**config.mk**
```make
export PLATFORM = sky130hd
export DESIGN_NAME = assoc_wb_cache
export DESIGN_NICKNAME = d
export VERILOG_FILES = /design/src/rtl/assoc_wb_cache.sv
export SDC_FILE = /design/constraint.sdc
export NUM_CORES = 2
export LEC_CHECK = 0
export BUFFER_PORTS_ARGS = -buffer_cell sky130_fd_sc_hd__buf_2
export CORE_MARGIN = 1.5
export CORE_UTILIZATION = 45
export CTS_CLUSTER_DIAMETER = 80
export DETAILED_ROUTE_END_ITERATION = 6
export HOLD_SLACK_MARGIN = 0.15
export PLACE_DENSITY = 0.67
export SLEW_MARGIN = 20
export SYNTH_ARGS = -nofsm -noshare
export SYNTH_HDL_FRONTEND = slang
export SYNTH_SLANG_ARGS = --single-unit
```
**constraint.sdc**
```tcl
create_clock -name clk -period 4.05 [get_ports clk]
set_clock_uncertainty 0.2 [all_clocks]
set_input_delay 0.6075 -clock clk [delete_from_list [all_inputs] [get_ports clk]]
set_output_delay 0.6075 -clock clk [all_outputs]
set_load 0.01 [all_outputs]
```
**src/rtl/assoc_wb_cache.sv**
```systemverilog
// assoc_wb_cache: N-way set-associative, write-back, write-allocate cache. One line holds one
// DATA_WIDTH word. Replacement is per-set round-robin, but an invalid way is always used first.
// Only one request is in flight at a time.
//
// Ports:
//   clk, rst_n                  clock and asynchronous active-low reset
//   cpu_req_valid/cpu_req_ready CPU request handshake (ready only in IDLE)
//   cpu_addr, cpu_we, cpu_wdata request byte address, write enable and write data
//   cpu_rsp_valid, cpu_rdata    one-cycle response pulse; rdata holds between responses
//   hit, miss                   hit qualifies the response; miss pulses in COMPARE
//   mem_req_valid, mem_req_we   backing-memory request (we=1 writeback, we=0 refill)
//   mem_addr, mem_wdata         line address (offset bits zero) and writeback data
//   mem_ack, mem_rdata          one-cycle transfer-done pulse and refill data
module assoc_wb_cache #(
    parameter int unsigned DATA_WIDTH   = 32,
    parameter int unsigned ADDR_WIDTH   = 16,
    parameter int unsigned TAG_WIDTH    = 10,
    parameter int unsigned OFFSET_WIDTH = 2,
    parameter int unsigned WAYS         = 2
) (
    input  logic                  clk,
    input  logic                  rst_n,
    input  logic                  cpu_req_valid,
    output logic                  cpu_req_ready,
    input  logic [ADDR_WIDTH-1:0] cpu_addr,
    input  logic                  cpu_we,
    input  logic [DATA_WIDTH-1:0] cpu_wdata,
    output logic                  cpu_rsp_valid,
    output logic [DATA_WIDTH-1:0] cpu_rdata,
    output logic                  hit,
    output logic                  miss,
    output logic                  mem_req_valid,
    output logic                  mem_req_we,
    output logic [ADDR_WIDTH-1:0] mem_addr,
    output logic [DATA_WIDTH-1:0] mem_wdata,
    input  logic                  mem_ack,
    input  logic [DATA_WIDTH-1:0] mem_rdata
);
    localparam int unsigned INDEX_WIDTH = ADDR_WIDTH - TAG_WIDTH - OFFSET_WIDTH;
    localparam int unsigned SETS        = 1 << INDEX_WIDTH;
    localparam int unsigned WAY_BITS    = (WAYS > 1) ? $clog2(WAYS) : 1;

    typedef enum logic [2:0] {StIdle, StCompare, StWriteback, StRefill, StRespond} state_e;

    state_e                 state_q;
    logic [WAYS-1:0]        valid_q [SETS];
    logic [WAYS-1:0]        dirty_q [SETS];
    logic [WAY_BITS-1:0]    rr_q    [SETS];
    logic [TAG_WIDTH-1:0]   tag_q   [SETS][WAYS];
    logic [DATA_WIDTH-1:0]  data_q  [SETS][WAYS];

    logic [TAG_WIDTH-1:0]   req_tag_q;
    logic [INDEX_WIDTH-1:0] req_idx_q;
    logic                   req_we_q;
    logic [DATA_WIDTH-1:0]  req_wdata_q;
    logic                   req_hit_q;
    logic [WAY_BITS-1:0]    way_q;      // hit way on a hit, victim way on a miss
    logic                   from_rr_q;  // victim was chosen by the round-robin pointer

    // The lookup runs in IDLE on the live address so COMPARE can present registered results.
    logic [INDEX_WIDTH-1:0] lk_idx;
    logic [TAG_WIDTH-1:0]   lk_tag;
    logic                   lk_hit;
    logic                   lk_free;
    logic [WAY_BITS-1:0]    lk_hit_way;
    logic [WAY_BITS-1:0]    lk_victim;
    logic [DATA_WIDTH-1:0]  lk_data;
    logic                   unused_offset;

    assign lk_idx        = cpu_addr[OFFSET_WIDTH +: INDEX_WIDTH];
    assign lk_tag        = cpu_addr[ADDR_WIDTH-1 -: TAG_WIDTH];
    assign lk_data       = data_q[lk_idx][lk_hit_way];
    assign unused_offset = ^cpu_addr[OFFSET_WIDTH-1:0];

    always_comb begin
        lk_hit     = 1'b0;
        lk_hit_way = '0;
        lk_free    = 1'b0;
        lk_victim  = rr_q[lk_idx];
        for (int w = 0; w < int'(WAYS); w++) begin
            if (!lk_hit && valid_q[lk_idx][w] && tag_q[lk_idx][w] == lk_tag) begin
                lk_hit     = 1'b1;
                lk_hit_way = WAY_BITS'(w);
            end
            if (!lk_free && !valid_q[lk_idx][w]) begin
                lk_free   = 1'b1;
                lk_victim = WAY_BITS'(w);
            end
        end
    end

    logic [TAG_WIDTH-1:0]  vic_tag;
    logic [DATA_WIDTH-1:0] vic_data;
    logic                  vic_dirty;

    assign vic_tag   = tag_q[req_idx_q][way_q];
    assign vic_data  = data_q[req_idx_q][way_q];
    assign vic_dirty = valid_q[req_idx_q][way_q] && dirty_q[req_idx_q][way_q];

    always_ff @(posedge clk or negedge rst_n) begin
        if (!rst_n) begin
            state_q       <= StIdle;
            for (int s = 0; s < int'(SETS); s++) begin
                valid_q[s] <= '0;
                dirty_q[s] <= '0;
                rr_q[s]    <= '0;
            end
            req_tag_q     <= '0;
            req_idx_q     <= '0;
            req_we_q      <= 1'b0;
            req_wdata_q   <= '0;
            req_hit_q     <= 1'b0;
            way_q         <= '0;
            from_rr_q     <= 1'b0;
            cpu_req_ready <= 1'b0;
            cpu_rsp_valid <= 1'b0;
            cpu_rdata     <= '0;
            hit           <= 1'b0;
            miss          <= 1'b0;
            mem_req_valid <= 1'b0;
            mem_req_we    <= 1'b0;
            mem_addr      <= '0;
            mem_wdata     <= '0;
        end else begin
            cpu_rsp_valid <= 1'b0;
            hit           <= 1'b0;
            miss          <= 1'b0;
            unique case (state_q)
                StIdle: begin
                    if (cpu_req_valid && cpu_req_ready) begin
                        req_tag_q     <= lk_tag;
                        req_idx_q     <= lk_idx;
                        req_we_q      <= cpu_we;
                        req_wdata_q   <= cpu_wdata;
                        req_hit_q     <= lk_hit;
                        way_q         <= lk_hit ? lk_hit_way : lk_victim;
                        from_rr_q     <= !lk_hit && !lk_free;
                        cpu_req_ready <= 1'b0;
                        // Response/miss flags are registered here so they are valid in COMPARE.
                        if (lk_hit) begin
                            cpu_rsp_valid <= 1'b1;
                            hit           <= 1'b1;
                            cpu_rdata     <= cpu_we ? cpu_wdata : lk_data;
                        end else begin
                            miss <= 1'b1;
                        end
                        state_q <= StCompare;
                    end else begin
                        cpu_req_ready <= 1'b1;
                    end
                end
                StCompare: begin
                    if (req_hit_q) begin
                        if (req_we_q) dirty_q[req_idx_q][way_q] <= 1'b1;
                        cpu_req_ready <= 1'b1;
                        state_q       <= StIdle;
                    end else if (vic_dirty) begin
                        mem_req_valid <= 1'b1;
                        mem_req_we    <= 1'b1;
                        mem_addr      <= {vic_tag, req_idx_q, {OFFSET_WIDTH{1'b0}}};
                        mem_wdata     <= vic_data;
                        state_q       <= StWriteback;
                    end else begin
                        mem_req_valid <= 1'b1;
                        mem_req_we    <= 1'b0;
                        mem_addr      <= {req_tag_q, req_idx_q, {OFFSET_WIDTH{1'b0}}};
                        state_q       <= StRefill;
                    end
                end
                StWriteback: begin
                    if (mem_ack) begin
                        mem_req_valid <= 1'b0;
                        state_q       <= StRefill;
                    end
                end
                StRefill: begin
                    // After a writeback, valid drops for one cycle before the refill is issued.
                    if (!mem_req_valid) begin
                        mem_req_valid <= 1'b1;
                        mem_req_we    <= 1'b0;
                        mem_addr      <= {req_tag_q, req_idx_q, {OFFSET_WIDTH{1'b0}}};
                    end else if (mem_ack) begin
                        mem_req_valid              <= 1'b0;
                        valid_q[req_idx_q][way_q]  <= 1'b1;
                        dirty_q[req_idx_q][way_q]  <= req_we_q;
                        if (from_rr_q) begin
                            rr_q[req_idx_q] <= (rr_q[req_idx_q] == WAY_BITS'(WAYS - 1)) ?
                                               '0 : rr_q[req_idx_q] + 1'b1;
                        end
                        cpu_rsp_valid <= 1'b1;
                        cpu_rdata     <= req_we_q ? req_wdata_q : mem_rdata;
                        state_q       <= StRespond;
                    end
                end
                StRespond: begin
                    cpu_req_ready <= 1'b1;
                    state_q       <= StIdle;
                end
                default: state_q <= StIdle;
            endcase
        end
    end

    // Data and tag arrays carry no reset; a write miss installs the merged word directly.
    always_ff @(posedge clk) begin
        if (state_q == StCompare && req_hit_q && req_we_q) begin
            data_q[req_idx_q][way_q] <= req_wdata_q;
        end
        if (state_q == StRefill && mem_req_valid && mem_ack) begin
            data_q[req_idx_q][way_q] <= req_we_q ? req_wdata_q : mem_rdata;
            tag_q[req_idx_q][way_q]  <= req_tag_q;
        end
    end

endmodule

```
==> run_results.csv <==
group,metric,value,unit
routing,wl_per_cell,32.7,um
synth,synth_area_leaders,"edfxtp_1 55%, mux4_2 25%, dfrtp_1 7.5%",
timing,finalWorstSetupSlack,174,ps
placed_design,port_buffers,166,
timing,slew_headroom,0.270,
floorplan,initial_core_util,0.453,
clock_tree,clk_latency,830,ps
grt,grt_pass1_vias,42609,
synth,synth_area_leader_cell,"edfxtp_1",
power,pwr-share-comb,0.289,
cells_and_area,fin_nets,4328,
routing,drtIter0Drc,6068,
synth,yosys.area_share.simple,0.0329,
power,ir_worst_vdd,0.500,mV
synth,synth_most_common_cell,"edfxtp_1",
timing,fmax,258,MHz
clock_tree,cts.sinks,1561,
power,pwr-share-clk,0.288,
cells_and_area,fin_cells,6539,
routing,drt-pass1-iter-count,6,
routing,dr_total_vias,42664,
grt,track_usage,0.263,
routing,ant_nets,0,
cells_and_area,areaGrowthSynthToFinish,15.9,%
clock_tree,clk_pin_slew_worst_paths,70,ps
power,switchingPower,16.6,mW
timing,worstMarginPinSlew,1090,ps
routing,wl_met3,26.3,mm
power,p_per_area,622,nW/um2
cells_and_area,finish.instance_area,84300,um2
synth,yosys_warnings,0,
routing,avgViaCountPerCell,6.52,
grt,antenna_found_initial,6,
clock_tree,cts_tree,"built",
clock_tree,cts-htree-levels,4,
cells_and_area,fillers,12412,
floorplan,core,161000,um2
critical_path,crit_type,"input port to flop",
synth,synth_cell_types,64,
synth,synth_adder_area_share,0,
placed_design,dpl-instance-area,78200,um2
critical_path,max_stage_delay,580,ps
critical_path,cp_num_buf_inv,6,
timing,finalMaxSlewViolations,0,
synth,muxShareOfSynthArea,0.278,
synth,synth_xor_area_frac,0.00241,
floorplan,die_width,405,um
clock_tree,cts-root-buf,"clkbuf_16",
timing,min_period,3880,ps
routing,drc,0,
critical_path,cp-start-kind,"input port",
synth,ys_top_cells_by_count,"1344 x edfxtp_1, 810 x mux4_2, 287 x nand2_1",
timing,rsz0062_at_grt,"no",
clock_tree,clock_path_buffers,3,
floorplan,ios,171,
clock_tree,cts_buffers,160,
synth,synth_edf_count,1344,
grt,grt_max_degree,109,
floorplan,rows,147,
floorplan,die_h,405,um
critical_path,cp_top_family,"buffers and inverters",
synth,netlist.area_leader.share,0.555,
critical_path,critical_path_required,4580,ps
critical_path,path_cells,"dlygate4sd3_1, buf_12, buf_4, buf_12, mux4_2, nor3b_1, o31ai_1, nor4_2, nand4_1, buf_12, buf_4, a21boi_0, o221ai_1, a2bb2oi_1",
critical_path,path_common_cell,"buf_12",
routing,top_layer,"met5",
routing,postRouteWirelength,214,mm
placed_design,gp_congestion,0.913,
grt,grt_pass1_wl,306,mm
clock_tree,cts_setup_buffers,0,
synth,synth-compound-area-share,0.0368,
placed_design,place_hpwl,129,mm
power,internal_power,35.8,mW
synth,avgSynthCellArea,18.8,um2
power,pwr-share-seq,0.423,
grt,overflow,0,
worst_hold_path,min_path_type,"input port to asynchronous set/reset pin",
power,sw_frac_of_total,0.317,
placed_design,pre_cts_slack,-149,ps
synth,synth-seq-cells,1561,
critical_path,worstPathArrival,4400,ps
synth,netlist_area,72700,um2
job,maxCapViolCount,0,
synth,synth_flop_cell,"edfxtp_1",
routing,dr_wl_met2,98.6,mm
synth,synthCells,3871,
placed_design,dp_cells,6169,
timing,setup_violations,0,
timing,hold_violations,0,
timing,period_share,0.957,
cells_and_area,drive_above_1_share,0.369,
critical_path,crit_path_end_kind,"flop",
power,p_leak,28.4,nW
outcome,status,"finished, final reports clean",
routing,drt-met1-wl,82.1,mm
synth,seq_area_frac_synth,0.630,
cells_and_area,utilization,0.525,
critical_path,crit_slowest_cell,"dlygate4sd3_1",
floorplan,dieArea,164000,um2
synth,synthArstFlopShare,0.139,
critical_path,cp_max_fo,35,
synth,synth_top_family_by_area,"multiplexers",
==> worst paths after layout <==
kind | start | to | slack [ps] | depth (start not counted)
min in group clk | mem_rdata[27] | cpu_rdata[27] | 220 | 5
worst max register to register | req_idx_q[0] | mem_wdata[2] | 410 | 5
worst min register to register | mem_wdata[27] | mem_wdata[27] | 280 | 2
worst max-delay path | cpu_addr[2] | cpu_rdata[28] | 170 | 14
worst min-delay path | rst_n | cpu_rdata[15] | 130 | 2
max in group asynchronous | rst_n | req_tag_q[4] | 2530 | 3
==> worst reg2reg max path, stage by stage (launching register included) <==
cell and delay, ps:
dfrtp_4 900, buf_12 630, mux4_2 690, mux4_2 560
mux2i_1 420, o21ai_0 140
==> cell usage in the layout (no fill, tap or decap), types with 8 or more instances in the layout <==
master and instances:
mux4_2 810, a22oi_1 8, dlygate4sd3_1 72, a2bb2oi_1 30
mux2i_1 172, xnor2_1 12, clkinv_1 31, a21oi_1 81
bufinv_16 19, xor2_1 8, nand2_1 284, mux2_2 23
nand2b_1 8, o221ai_1 33, nor2b_1 11, o21ai_0 130
clkbuf_1 33, nor2_1 137, a21boi_0 25, a221oi_1 11
a41o_1 32, nor2_4 33, clkbuf_16 166, nand3_1 24
buf_4 211, buf_12 72, edfxtp_1 1344, or2_2 33
buf_2 162, a22o_1 13, dfrtp_1 206, clkinv_2 30
==> kinds of logic (layout without fill, tap and decap cells) <==
group,after synthesis,after routing
AOI/OAI and AO/OA,395,395
xor gates and xnor gates,20,20
buffers and inverters,321,826
DFF,1561,1561
muxes,1005,1005
other,1,4
and+or+nand+nor,568,568
==> layer usage <==
layer,global-route usage,up-vias
met1,0.372,22613
met2,0.397,2646
met5,0,-
met3,0.0721,424
li1,-,16979
met4,0.0866,2
==> through the flow <==
stage / TNS, ps / hold WS (ps) / power (mW)
2_1_floorplan: -18200 / 112 / 31.3
3_3_place_gp: -107 / 262 / 37.1
3_5_place_dp: -1550 / 266 / 37.3
4_1_cts: 0 / 165 / 52.3
5_1_grt: 0 / 205 / 54.2
6_report: 0 / 132 / 52.4
==> sequential cells by signal, indices dropped and copies added (netlist names) <==
name / count
req_idx_q: 4
valid_q: 32
data_q: 1024
hit: 1
mem_req_valid: 1
mem_wdata: 32
req_we_q: 1
cpu_rsp_valid: 1
from_rr_q: 1
miss: 1
rr_q: 16
mem_addr: 14
cpu_req_ready: 1
req_wdata_q: 32
way_q: 1
cpu_rdata: 32
dirty_q: 32
tag_q: 320
req_tag_q: 10
state_q: 3
req_hit_q: 1
mem_req_we: 1
==> power by group through the flow <==
stage / combinational (mW) / clock [mW] / sequential, mW
2_1_floorplan: 9.63 / 0 / 21.7
3_3_place_gp: 14.7 / 0 / 22.4
3_5_place_dp: 14.9 / 0 / 22.4
4_1_cts: 15.0 / 15.3 / 22.1
5_1_grt: 16.0 / 15.9 / 22.3
6_report: 15.1 / 15.1 / 22.2
==> timing repair <==
| item | CTS | global route |
|---|---|---|
| gates resized for setup | 0 | 2 |
| hold buffers | 72 | 0 |
| setup endpoints to repair | 0 | 14 |
| hold endpoints to repair | 173 | 0 |
==> area by class of cell <==
class	count	area, um2	area share
Clock buffer	200	4290	0.0509
Multi-Input combinational cell	1990	25800	0.306
Inverter	10	42.5	0.000505
Antenna cell	2	5.00	0.0000594
Clock inverter	96	1050	0.0124
Timing Repair Buffer	520	4600	0.0546
Tap cell	2160	2700	0.0321
Sequential cell	1561	45800	0.543
No activity file was read; power rests on OpenSTA's default activity.
